===== config.mk =====
export PLATFORM = sky130hd
export DESIGN_NAME = lsu_trigger_pipe
export DESIGN_NICKNAME = d
export VERILOG_FILES = /design/src/rtl/lsu_trigger_pipe_pkg.sv /design/src/rtl/lsu_trigger_pipe_hitcnt.sv /design/src/rtl/lsu_trigger_pipe.sv
export SDC_FILE = /design/constraint.sdc
export NUM_CORES = 1
export LEC_CHECK = 0
export ABC_AREA = 1
export CAP_MARGIN = 25
export CELL_PAD_IN_SITES_DETAIL_PLACEMENT = 0
export CELL_PAD_IN_SITES_GLOBAL_PLACEMENT = 2
export CORE_ASPECT_RATIO = 0.9
export CORE_MARGIN = 3
export CORE_UTILIZATION = 21
export DETAILED_ROUTE_END_ITERATION = 6
export PLACE_DENSITY_LB_ADDON = 0.25
export SLEW_MARGIN = 20
export SYNTH_ARGS = -nofsm -noshare
export SYNTH_HDL_FRONTEND = slang
export SYNTH_HIERARCHICAL = 1
export SYNTH_SLANG_ARGS = --single-unit

===== constraint.sdc =====
create_clock -name clk -period 0.8 [get_ports clk]
set_input_delay 0.2 -clock clk [delete_from_list [all_inputs] [get_ports clk]]
set_output_delay 0.2 -clock clk [all_outputs]
set_load 0.05 [all_outputs]

===== src/rtl/lsu_trigger_pipe_pkg.sv =====
// Shared LSU trigger types: stage payload, trigger count and the pairwise chain resolver.
package swerv_types;

    localparam int unsigned NUM_TRIG = 4;
    localparam int unsigned NUM_PAIR = NUM_TRIG / 2;

    typedef struct packed {
        logic [NUM_TRIG-1:0] match;
        logic                valid;
    } lsu_trig_stage_t;

    // A chained pair only fires when both halves matched; then both bits report the hit.
    function automatic logic [NUM_TRIG-1:0] trig_chain_resolve(
        input logic [NUM_TRIG-1:0] m,
        input logic [NUM_PAIR-1:0] chain
    );
        logic [NUM_TRIG-1:0] r;
        logic                both;
        r = m;
        for (int unsigned k = 0; k < NUM_PAIR; k++) begin
            both = m[2*k] & m[2*k+1];
            if (chain[k]) begin
                r[2*k]   = both;
                r[2*k+1] = both;
            end
        end
        return r;
    endfunction

endpackage


===== src/rtl/lsu_trigger_pipe_hitcnt.sv =====
// Single saturating hit counter; clear wins over increment.
module lsu_trig_hitcnt #(
    parameter int unsigned CNT_W = 8
) (
    input  logic             clk,
    input  logic             rst,
    input  logic             inc,
    input  logic             clr,
    output logic [CNT_W-1:0] cnt
);

    always_ff @(posedge clk) begin
        if (rst) begin
            cnt <= '0;
        end else if (clr) begin
            cnt <= '0;
        end else if (inc && (cnt != {CNT_W{1'b1}})) begin
            cnt <= cnt + CNT_W'(1);
        end
    end

endmodule


===== src/rtl/lsu_trigger_pipe.sv =====
// LSU trigger dc3->dc4->dc5 pipe with pairwise chaining, freeze/flush and sticky hit status.
// Per-trigger saturating hit counters are built only when LSU_TRIGGER_CNT_EN is defined.
module lsu_trigger_pipe #(
    parameter int unsigned NUM_TRIG = swerv_types::NUM_TRIG
`ifdef LSU_TRIGGER_CNT_EN
    ,
    parameter int unsigned CNT_W    = 8
`endif
) (
    input  logic                      clk,
    input  logic                      rst,
    input  logic [NUM_TRIG-1:0]       lsu_trigger_match_dc3,
    input  logic                      lsu_pkt_valid_dc3,
    input  logic [NUM_TRIG/2-1:0]     trigger_chain,
    input  logic                      lsu_freeze_dc3,
    input  logic                      dec_tlu_flush_lower_wb,
    input  logic [NUM_TRIG-1:0]       trig_status_clr,
    output logic [NUM_TRIG-1:0]       lsu_trigger_match_dc5,
`ifdef LSU_TRIGGER_CNT_EN
    output logic [NUM_TRIG*CNT_W-1:0] lsu_trigger_hit_cnt,
`endif
    output logic [NUM_TRIG-1:0]       lsu_trigger_hit_status
);

    import swerv_types::*;

    logic [NUM_TRIG-1:0] m3_c;
    logic [NUM_TRIG-1:0] m3_chained_c;
    logic [NUM_TRIG-1:0] status_set_c;
    lsu_trig_stage_t     dc4;

    assign m3_c         = lsu_trigger_match_dc3 & {NUM_TRIG{lsu_pkt_valid_dc3}};
    assign m3_chained_c = trig_chain_resolve(m3_c, trigger_chain);
    assign status_set_c = lsu_freeze_dc3 ? '0 : lsu_trigger_match_dc5;

    // dc4 capture: flush kills the stage even while frozen.
    always_ff @(posedge clk) begin
        if (rst) begin
            dc4 <= '0;
        end else if (dec_tlu_flush_lower_wb) begin
            dc4 <= '0;
        end else if (!lsu_freeze_dc3) begin
            dc4.match <= m3_chained_c;
            dc4.valid <= lsu_pkt_valid_dc3;
        end
    end

    // dc5 is never flushed; it only holds on freeze.
    always_ff @(posedge clk) begin
        if (rst) begin
            lsu_trigger_match_dc5 <= '0;
        end else if (!lsu_freeze_dc3) begin
            lsu_trigger_match_dc5 <= dc4.match & {NUM_TRIG{dc4.valid}};
        end
    end

    // Sticky status: clear always honoured, set suppressed while frozen, set beats clear.
    always_ff @(posedge clk) begin
        if (rst) begin
            lsu_trigger_hit_status <= '0;
        end else begin
            lsu_trigger_hit_status <= (lsu_trigger_hit_status & ~trig_status_clr) | status_set_c;
        end
    end

`ifdef LSU_TRIGGER_CNT_EN
    for (genvar i = 0; i < NUM_TRIG; i++) begin : g_hitcnt
        lsu_trig_hitcnt #(
            .CNT_W (CNT_W)
        ) u_hitcnt (
            .clk (clk),
            .rst (rst),
            .inc (status_set_c[i]),
            .clr (trig_status_clr[i]),
            .cnt (lsu_trigger_hit_cnt[i*CNT_W +: CNT_W])
        );
    end
`endif

endmodule

==> summary.txt, run 1 <==
Yosys
  • Synthesized-area fraction occupied by xor and xnor cells: 0
  • Adder and majority gate portion of the synthesized area: 0
  • Basic-gate share of the synthesized area counting and, or, nand and nor cells: 0.2483
  • Post-synth EDFFs: 0
  • Yosys warns: 6
  • Multiplexer fraction of the synthesized cell area: 0
  • Compound-Gate Fraction of Synth Area: 0.1392
  • Syn_nets: 86
  • Cell accounting for the most synthesized area: sky130_fd_sc_hd__dfxtp_1
  • Part of the Yosys area used for sequential elements: 0.4826
  • Dominant combinational cell family by area after synthesis: simple AND/OR/NAND/NOR gates
  • Prevailing post-synth register cell: sky130_fd_sc_hd__dfxtp_1
  • Number of storage elements in the synthesis netlist: 13
  • Proportion of synthesized flip-flops having asynchronous set or reset: 0
  • Leading cell type by number of instances after synthesis: sky130_fd_sc_hd__nand2_1
  • Count of mapped cells out of synthesis: 71
  • Top cell type's share of synthesized area: 0.4826
  • Combined area of all synthesized cells: 539.3 µm²
  • List of most frequent post-synthesis cells: 19 x sky130_fd_sc_hd__nand2_1, 13 x sky130_fd_sc_hd__a21oi_1, 13 x sky130_fd_sc_hd__dfxtp_1
  • Top cells by area in the synthesized netlist: sky130_fd_sc_hd__dfxtp_1 48%, sky130_fd_sc_hd__nand2_1 13%, sky130_fd_sc_hd__a21oi_1 12%, sky130_fd_sc_hd__inv_1 7.7%, sky130_fd_sc_hd__nand3_1 6.5%
  • Unique masters post-synth: 11
  • Syn_area_per_cell: 7.595 µm²

CTS
  • Inserted Clock Buffers: 3
  • Cts hold-fix bufs: 0
  • TritonCTS clock tree: built
  • TritonCTS Sinks: 13
  • Max Root-Sink Buffers: 2
  • Clock-pin slew on the worst setup and hold paths: 0.08 ns
  • H-tree depth: 1
  • Worst-skew pair later-pin latency: 0.27 ns
  • CTS Root Cell: sky130_fd_sc_hd__clkbuf_4

Setup path
  • Slowest Stage Delay on Critical Path: 0.36 ns
  • Family of cells with the greatest summed delay on the critical path: flip-flops
  • Maximum fanout along the worst path: 2
  • Startpoint type of the worst setup path: flip-flop
  • Worst path buffer plus inverter count: 1
  • Slowest library cell on the worst path: sky130_fd_sc_hd__dfxtp_2
  • Critical path class: reg -> out
  • List of cells traversed by the critical path: buf_12
  • Required @ worst endpoint: 0.60 ns
  • Critical path arrival: 0.77 ns
  • Critical path capture point type: output port

Place
  • Final GP Congestion: 0.6937
  • Placement-stage cell area: 883.3 µm²
  • Number of placed instances, taps included: 121
  • Port bufs: 22
  • Final HPWL DP: 1012 µm
  • Minimum setup slack after placement: -0.3950 ns

Final layout
  • Layout overhead on the synthesized area: 75.87%
  • Final Util: 0.4120
  • Final net count: 118
  • Count of non-filler cells in the finished layout: 129
  • Diode insertion count for antenna repair: 0
  • Final design area excluding fillers: 948.4 µm²
  • Share of post-route cells with drive strength above 1: 0.3039

STA
  • Fin worst setup slack: -0.1676 ns
  • Worst-case hold slack: 0.2803 ns
  • Final clock period utilization by the worst path: 1.209
  • Top achievable clock speed: 1034 MHz
  • Post-route minimum period: 0.9676 ns
  • Number of slew-limit violations in the final report: 0
  • Slew at the pin with the worst max-slew slack: 0.1766 ns
  • Final Setup Violations: 8
  • Setup skew after layout: 0.003372 ns
  • Unrepaired setup endpoints after global routing: true
  • Headroom to the max-slew limit: 0.8821
  • Final-report hold violation count: 0

Floorplan
  • Effective utilization at floorplan: 0.2342
  • Count of pins on the block boundary: 23
  • Cell Rows: 16
  • Width of the die: 59.42 µm
  • Overall die area: 3213 µm²
  • Core Area: 2302 µm²
  • Die Span Y: 54.08 µm

Global route
  • Total global routing overflow: 0
  • Wire length of the first global-routing pass: 1925 µm
  • Antenna violations before repair: 0
  • Gr usage total: 0.08463
  • Via count of the first global-routing pass: 462
  • Pin count of the biggest net entering global routing: 11

Pwr
  • P_leak: 0.4029 nW
  • Highest ir drop seen on vdd: 740.3 µV
  • Ratio of total power to cell area: 1277 nW/µm²

Routing
  • Avg WL per Cell: 9.612 µm
  • Number of DRC markers in iteration 0: 8
  • # DRC: 0
  • Iteration count of the initial detailed-routing pass: 3
  • Via density: 4.116
  • Routed wire length: 1240 µm
  • Remaining antenna violation count after routing: 0
  • Total number of vias: 531

Hold path
  • Tightest Hold Check Type: in -> reg

Run
  • Maximum Capacitance Violations: 0

Outcome
  • Run status: complete, but fails checks
  • Violated checks: negative setup slack
==> kinds of logic after synthesis <==
family / count (synthesis)
flip-flops: 13
AO/OA/AOI/OAI: 15
buffers and inverters: 14
AND/OR/NAND/NOR: 29
==> worst paths after layout <==
check,slack [ns],startpoint,endpoint,cells past startpoint
min reg2reg,0.45,dc4[2],dc4[2],2
min,0.28,rst,dc4[1],4
max reg2reg,0.07,dc4[0],lsu_trigger_match_dc5[3],2
max,-0.17,lsu_trigger_match_dc5[3],lsu_trigger_match_dc5[3],1
==> stage by stage <==
| step | power (mW) | setup TNS [ns] |
|---|---|---|
| after global routing | 1.294 | -1.618 |
| final | 1.211 | -1.273 |
| after CTS | 1.240 | -1.411 |
| after detailed placement | 0.8284 | -4.839 |
| after global placement | 0.8289 | -4.711 |
| after floorplan | 0.7386 | 0 |
==> registers in the layout (all words and copies together), names as in the netlist <==
register	flops
lsu_trigger_match_dc5	4
dc4	5
lsu_trigger_hit_status	4
==> cell type report <==
cell class,instances,area [µm²]
Clock buffer,4,26.28
Fill cell,246,1354
Inverter,12,50.05
Multi-Input combinational cell,44,211.5
Sequential cell,13,270.3
Tap cell,27,33.78
Timing Repair Buffer,29,356.6
==> routing by layer <==
metal	part of all wire	vias up	routed length, µm	track usage
li1	-	289	-	-
met1	0.45	227	555	0.09309
met2	0.46	13	576	0.1382
met3	0.076	2	94	0.04317
met4	0.010	0	13	0.03396
met5	0	-	0	0
==> report_power, final <==
group / internal [mW] / switching (mW)
Clock: 0.193 / 0.205
Combinational: 0.0881 / 0.0679
Sequential: 0.652 / 0.00472
==> worst register-to-register path, delay by kind of cell, from the launching register on <==
| kind | cells | cell delay, ns |
|---|---|---|
| simple gates | 1 | 0.10 |
| compound gates | 1 | 0.15 |
| flops | 1 | 0.41 |
==> repair_timing <==
item / 4_1_cts / 5_1_grt
gates resized for setup: 6 / 3
setup endpoints to repair: 21 / 13
pin swaps: 1 / 1
buffers inserted: 4 / 0
==> placed cells by master, fill, tap and decap left out <==
cell	n
sky130_fd_sc_hd__nand3_1	7
sky130_fd_sc_hd__dfxtp_1	5
sky130_fd_sc_hd__dfxtp_2	8
sky130_fd_sc_hd__dlymetal6s2s_1	1
sky130_fd_sc_hd__buf_4	6
sky130_fd_sc_hd__dlygate4sd2_1	2
sky130_fd_sc_hd__inv_2	2
sky130_fd_sc_hd__clkbuf_1	1
sky130_fd_sc_hd__inv_6	1
sky130_fd_sc_hd__inv_1	9
sky130_fd_sc_hd__nor2_2	1
sky130_fd_sc_hd__nand2_1	19
sky130_fd_sc_hd__buf_6	1
sky130_fd_sc_hd__o21ai_1	2
sky130_fd_sc_hd__buf_12	8
sky130_fd_sc_hd__nor2_1	1
sky130_fd_sc_hd__a21oi_1	13
sky130_fd_sc_hd__clkbuf_4	3
sky130_fd_sc_hd__clkdlybuf4s50_1	11
sky130_fd_sc_hd__nor2_8	1
(Power assumes the default switching activity.)
==> run 2: changes to the inputs <==
--- a/config.mk
+++ b/config.mk
@@ -12,6 +12,7 @@
 export CORE_ASPECT_RATIO = 0.9
 export CORE_MARGIN = 3
 export CORE_UTILIZATION = 21
+export CTS_CLUSTER_DIAMETER = 60
 export DETAILED_ROUTE_END_ITERATION = 6
 export PLACE_DENSITY_LB_ADDON = 0.25
 export SLEW_MARGIN = 20
==> results of run 2 <==
Final layout, timing and power as in run 1 (identical DEF).
==> run 3: changes to the inputs <==
--- a/config.mk
+++ b/config.mk
@@ -10,9 +10,8 @@
 export CELL_PAD_IN_SITES_DETAIL_PLACEMENT = 0
 export CELL_PAD_IN_SITES_GLOBAL_PLACEMENT = 2
 export CORE_ASPECT_RATIO = 0.9
-export CORE_MARGIN = 3
 export CORE_UTILIZATION = 21
-export CTS_CLUSTER_DIAMETER = 60
+export CTS_CLUSTER_DIAMETER = 30
 export DETAILED_ROUTE_END_ITERATION = 6
 export PLACE_DENSITY_LB_ADDON = 0.25
 export SLEW_MARGIN = 20
==> run 3 against run 2 <==
  * The run still ends with negative setup slack left
  * Utilization shrank 1.9 points
  * Sequential power is essentially flat
  * Design area grew 1.5%
  * Combinational power is essentially flat
  * Non-clock buffer count shrank 1
  * Clock power shrank 2%
  * Sequential share of layout area shrank 0.41 points
  * Fmax grew 0.23%
  * Critical endpoint is now lsu_trigger_match_dc5[0]
==> summary.txt, run 3 (synthesis results as in run 1) <==
Routing
  • Number of DRC markers in iteration 0: 2
  • Via density: 4.178
  • Iteration count of the initial detailed-routing pass: 2
  • Total number of vias: 539
  • # DRC: 0
  • Routed wire length: 1136 µm
  • Remaining antenna violation count after routing: 0
  • Avg WL per Cell: 8.806 µm

Floorplan
  • Cell Rows: 17
  • Width of the die: 55.42 µm
  • Effective utilization at floorplan: 0.2205
  • Overall die area: 2775 µm²
  • Die Span Y: 50.08 µm
  • Core Area: 2446 µm²
  • Count of pins on the block boundary: 23

Place
  • Final GP Congestion: 0.6053
  • Minimum setup slack after placement: -0.4271 ns
  • Port bufs: 22
  • Number of placed instances, taps included: 121
  • Final HPWL DP: 856.8 µm

Pwr
  • Highest ir drop seen on vdd: 882.3 µV
  • P_leak: 0.4205 nW
  • Ratio of total power to cell area: 1254 nW/µm²
  • Total power after layout: 1.207 mW

Setup path
  • List of cells traversed by the critical path: buf_12
  • Maximum fanout along the worst path: 2
  • Critical path arrival: 0.77 ns
  • Startpoint type of the worst setup path: flip-flop
  • Worst path buffer plus inverter count: 1
  • Family of cells with the greatest summed delay on the critical path: flip-flops
  • Critical path class: reg -> out
  • Slowest library cell on the worst path: sky130_fd_sc_hd__dfxtp_2
  • Critical path capture point type: output port
  • Required @ worst endpoint: 0.60 ns
  • Slowest Stage Delay on Critical Path: 0.36 ns

Final layout
  • Top flop regs: dc4 (5), lsu_trigger_hit_status (4), lsu_trigger_match_dc5 (4)
  • Share of post-route cells with drive strength above 1: 0.3168
  • Most common cell after layout, fill and taps aside: sky130_fd_sc_hd__nand2_1
  • Largest register FFs: 5
  • Diode insertion count for antenna repair: 0
  • Final Util: 0.3934
  • Most flop-heavy register: dc4
  • Count of non-filler cells in the finished layout: 129
  • Commonest cells after routing, fill and taps aside: 19 x sky130_fd_sc_hd__nand2_1, 12 x sky130_fd_sc_hd__a21oi_1, 9 x sky130_fd_sc_hd__inv_1, 9 x sky130_fd_sc_hd__clkdlybuf4s50_1, 9 x sky130_fd_sc_hd__buf_12
  • Final net count: 117
  • Layout overhead on the synthesized area: 78.42%
  • Fillers: 246

Global route
  • Antenna violations before repair: 0
  • Total global routing overflow: 0
  • Via count of the first global-routing pass: 498
  • Pin count of the biggest net entering global routing: 11
  • Gr usage total: 0.09505
  • Wire length of the first global-routing pass: 1966 µm

STA
  • Final-report hold violation count: 0
  • Headroom to the max-slew limit: 0.8763
  • Final Setup Violations: 8
  • Top achievable clock speed: 1036 MHz
  • Post-route minimum period: 0.9654 ns
  • Slew at the pin with the worst max-slew slack: 0.1854 ns
  • Worst-case hold slack: 0.2439 ns
  • Final clock period utilization by the worst path: 1.207
  • Number of slew-limit violations in the final report: 0
  • Setup skew after layout: 0.003523 ns
  • Unrepaired setup endpoints after global routing: true
  • Fin worst setup slack: -0.1654 ns

CTS
  • Cts hold-fix bufs: 0
  • Clock-pin slew on the worst setup and hold paths: 0.08 ns
  • TritonCTS Sinks: 13
  • Worst-skew pair later-pin latency: 0.27 ns
  • CTS Root Cell: sky130_fd_sc_hd__clkbuf_4
  • H-tree depth: 1
  • Max Root-Sink Buffers: 2
  • TritonCTS clock tree: built
  • Inserted Clock Buffers: 3

Outcome
  • Run status: complete, but fails checks
  • Violated checks: negative setup slack

Run
  • Maximum Capacitance Violations: 0

Hold path
  • Tightest Hold Check Type: in -> reg
[run 3: cell count changes in the layout (fill, tap and decap cells not counted), sizes merged]
cell           previous run  this run
buf                      15        14
clkdlybuf4s50            11         9
dlymetal6s2s              1         3
[run 3: worst paths after layout]
| check | start | to | slack [ns] | depth (start not counted) |
|---|---|---|---|---|
| setup reg to reg | lsu_trigger_match_dc5[2] | lsu_trigger_match_dc5[2] | 0.09 | 3 |
| setup / recovery | lsu_trigger_match_dc5[0] | lsu_trigger_match_dc5[0] | -0.17 | 1 |
| hold / removal | lsu_trigger_match_dc3[2] | dc4[3] | 0.24 | 3 |
| hold reg to reg | dc4[2] | dc4[2] | 0.46 | 2 |
[run 3: cell type report]
class	count	area (µm²)	area share
clock buffers	4	26.28	0.02731
inverters	12	47.55	0.04941
multi-input cells	44	220.2	0.2289
flip-flops and latches	13	270.3	0.2809
well taps	28	35.03	0.03641
repair buffers	28	362.8	0.3771
[run 3: per-stage QoR]
stage,setup TNS [ns],instance area [µm²]
after global routing,-1.593,962.2
after detailed placement,-5.062,889.6
after CTS,-1.390,945.9
after global placement,-4.910,889.6
after floorplan,0,549.3
final,-1.289,962.2
[run 3: repair_timing]
action	4_1_cts	5_1_grt
gates cloned	0	0
resized for setup	5	6
setup endpoints to repair	21	10
pin swaps	1	2
setup buffers	4	0
[run 3: metal layers]
metal,vias up,part of all wire,GRT usage
li1,284,-,-
met1,240,0.41,0.09192
met2,15,0.52,0.1727
met3,0,0.068,0.05512
met4,0,0,0.02500
met5,-,0,0
[run 3: where the power goes]
part	switching, mW	internal [mW]
clock	0.199	0.193
combinational	0.0691	0.0884
sequential	0.00454	0.652
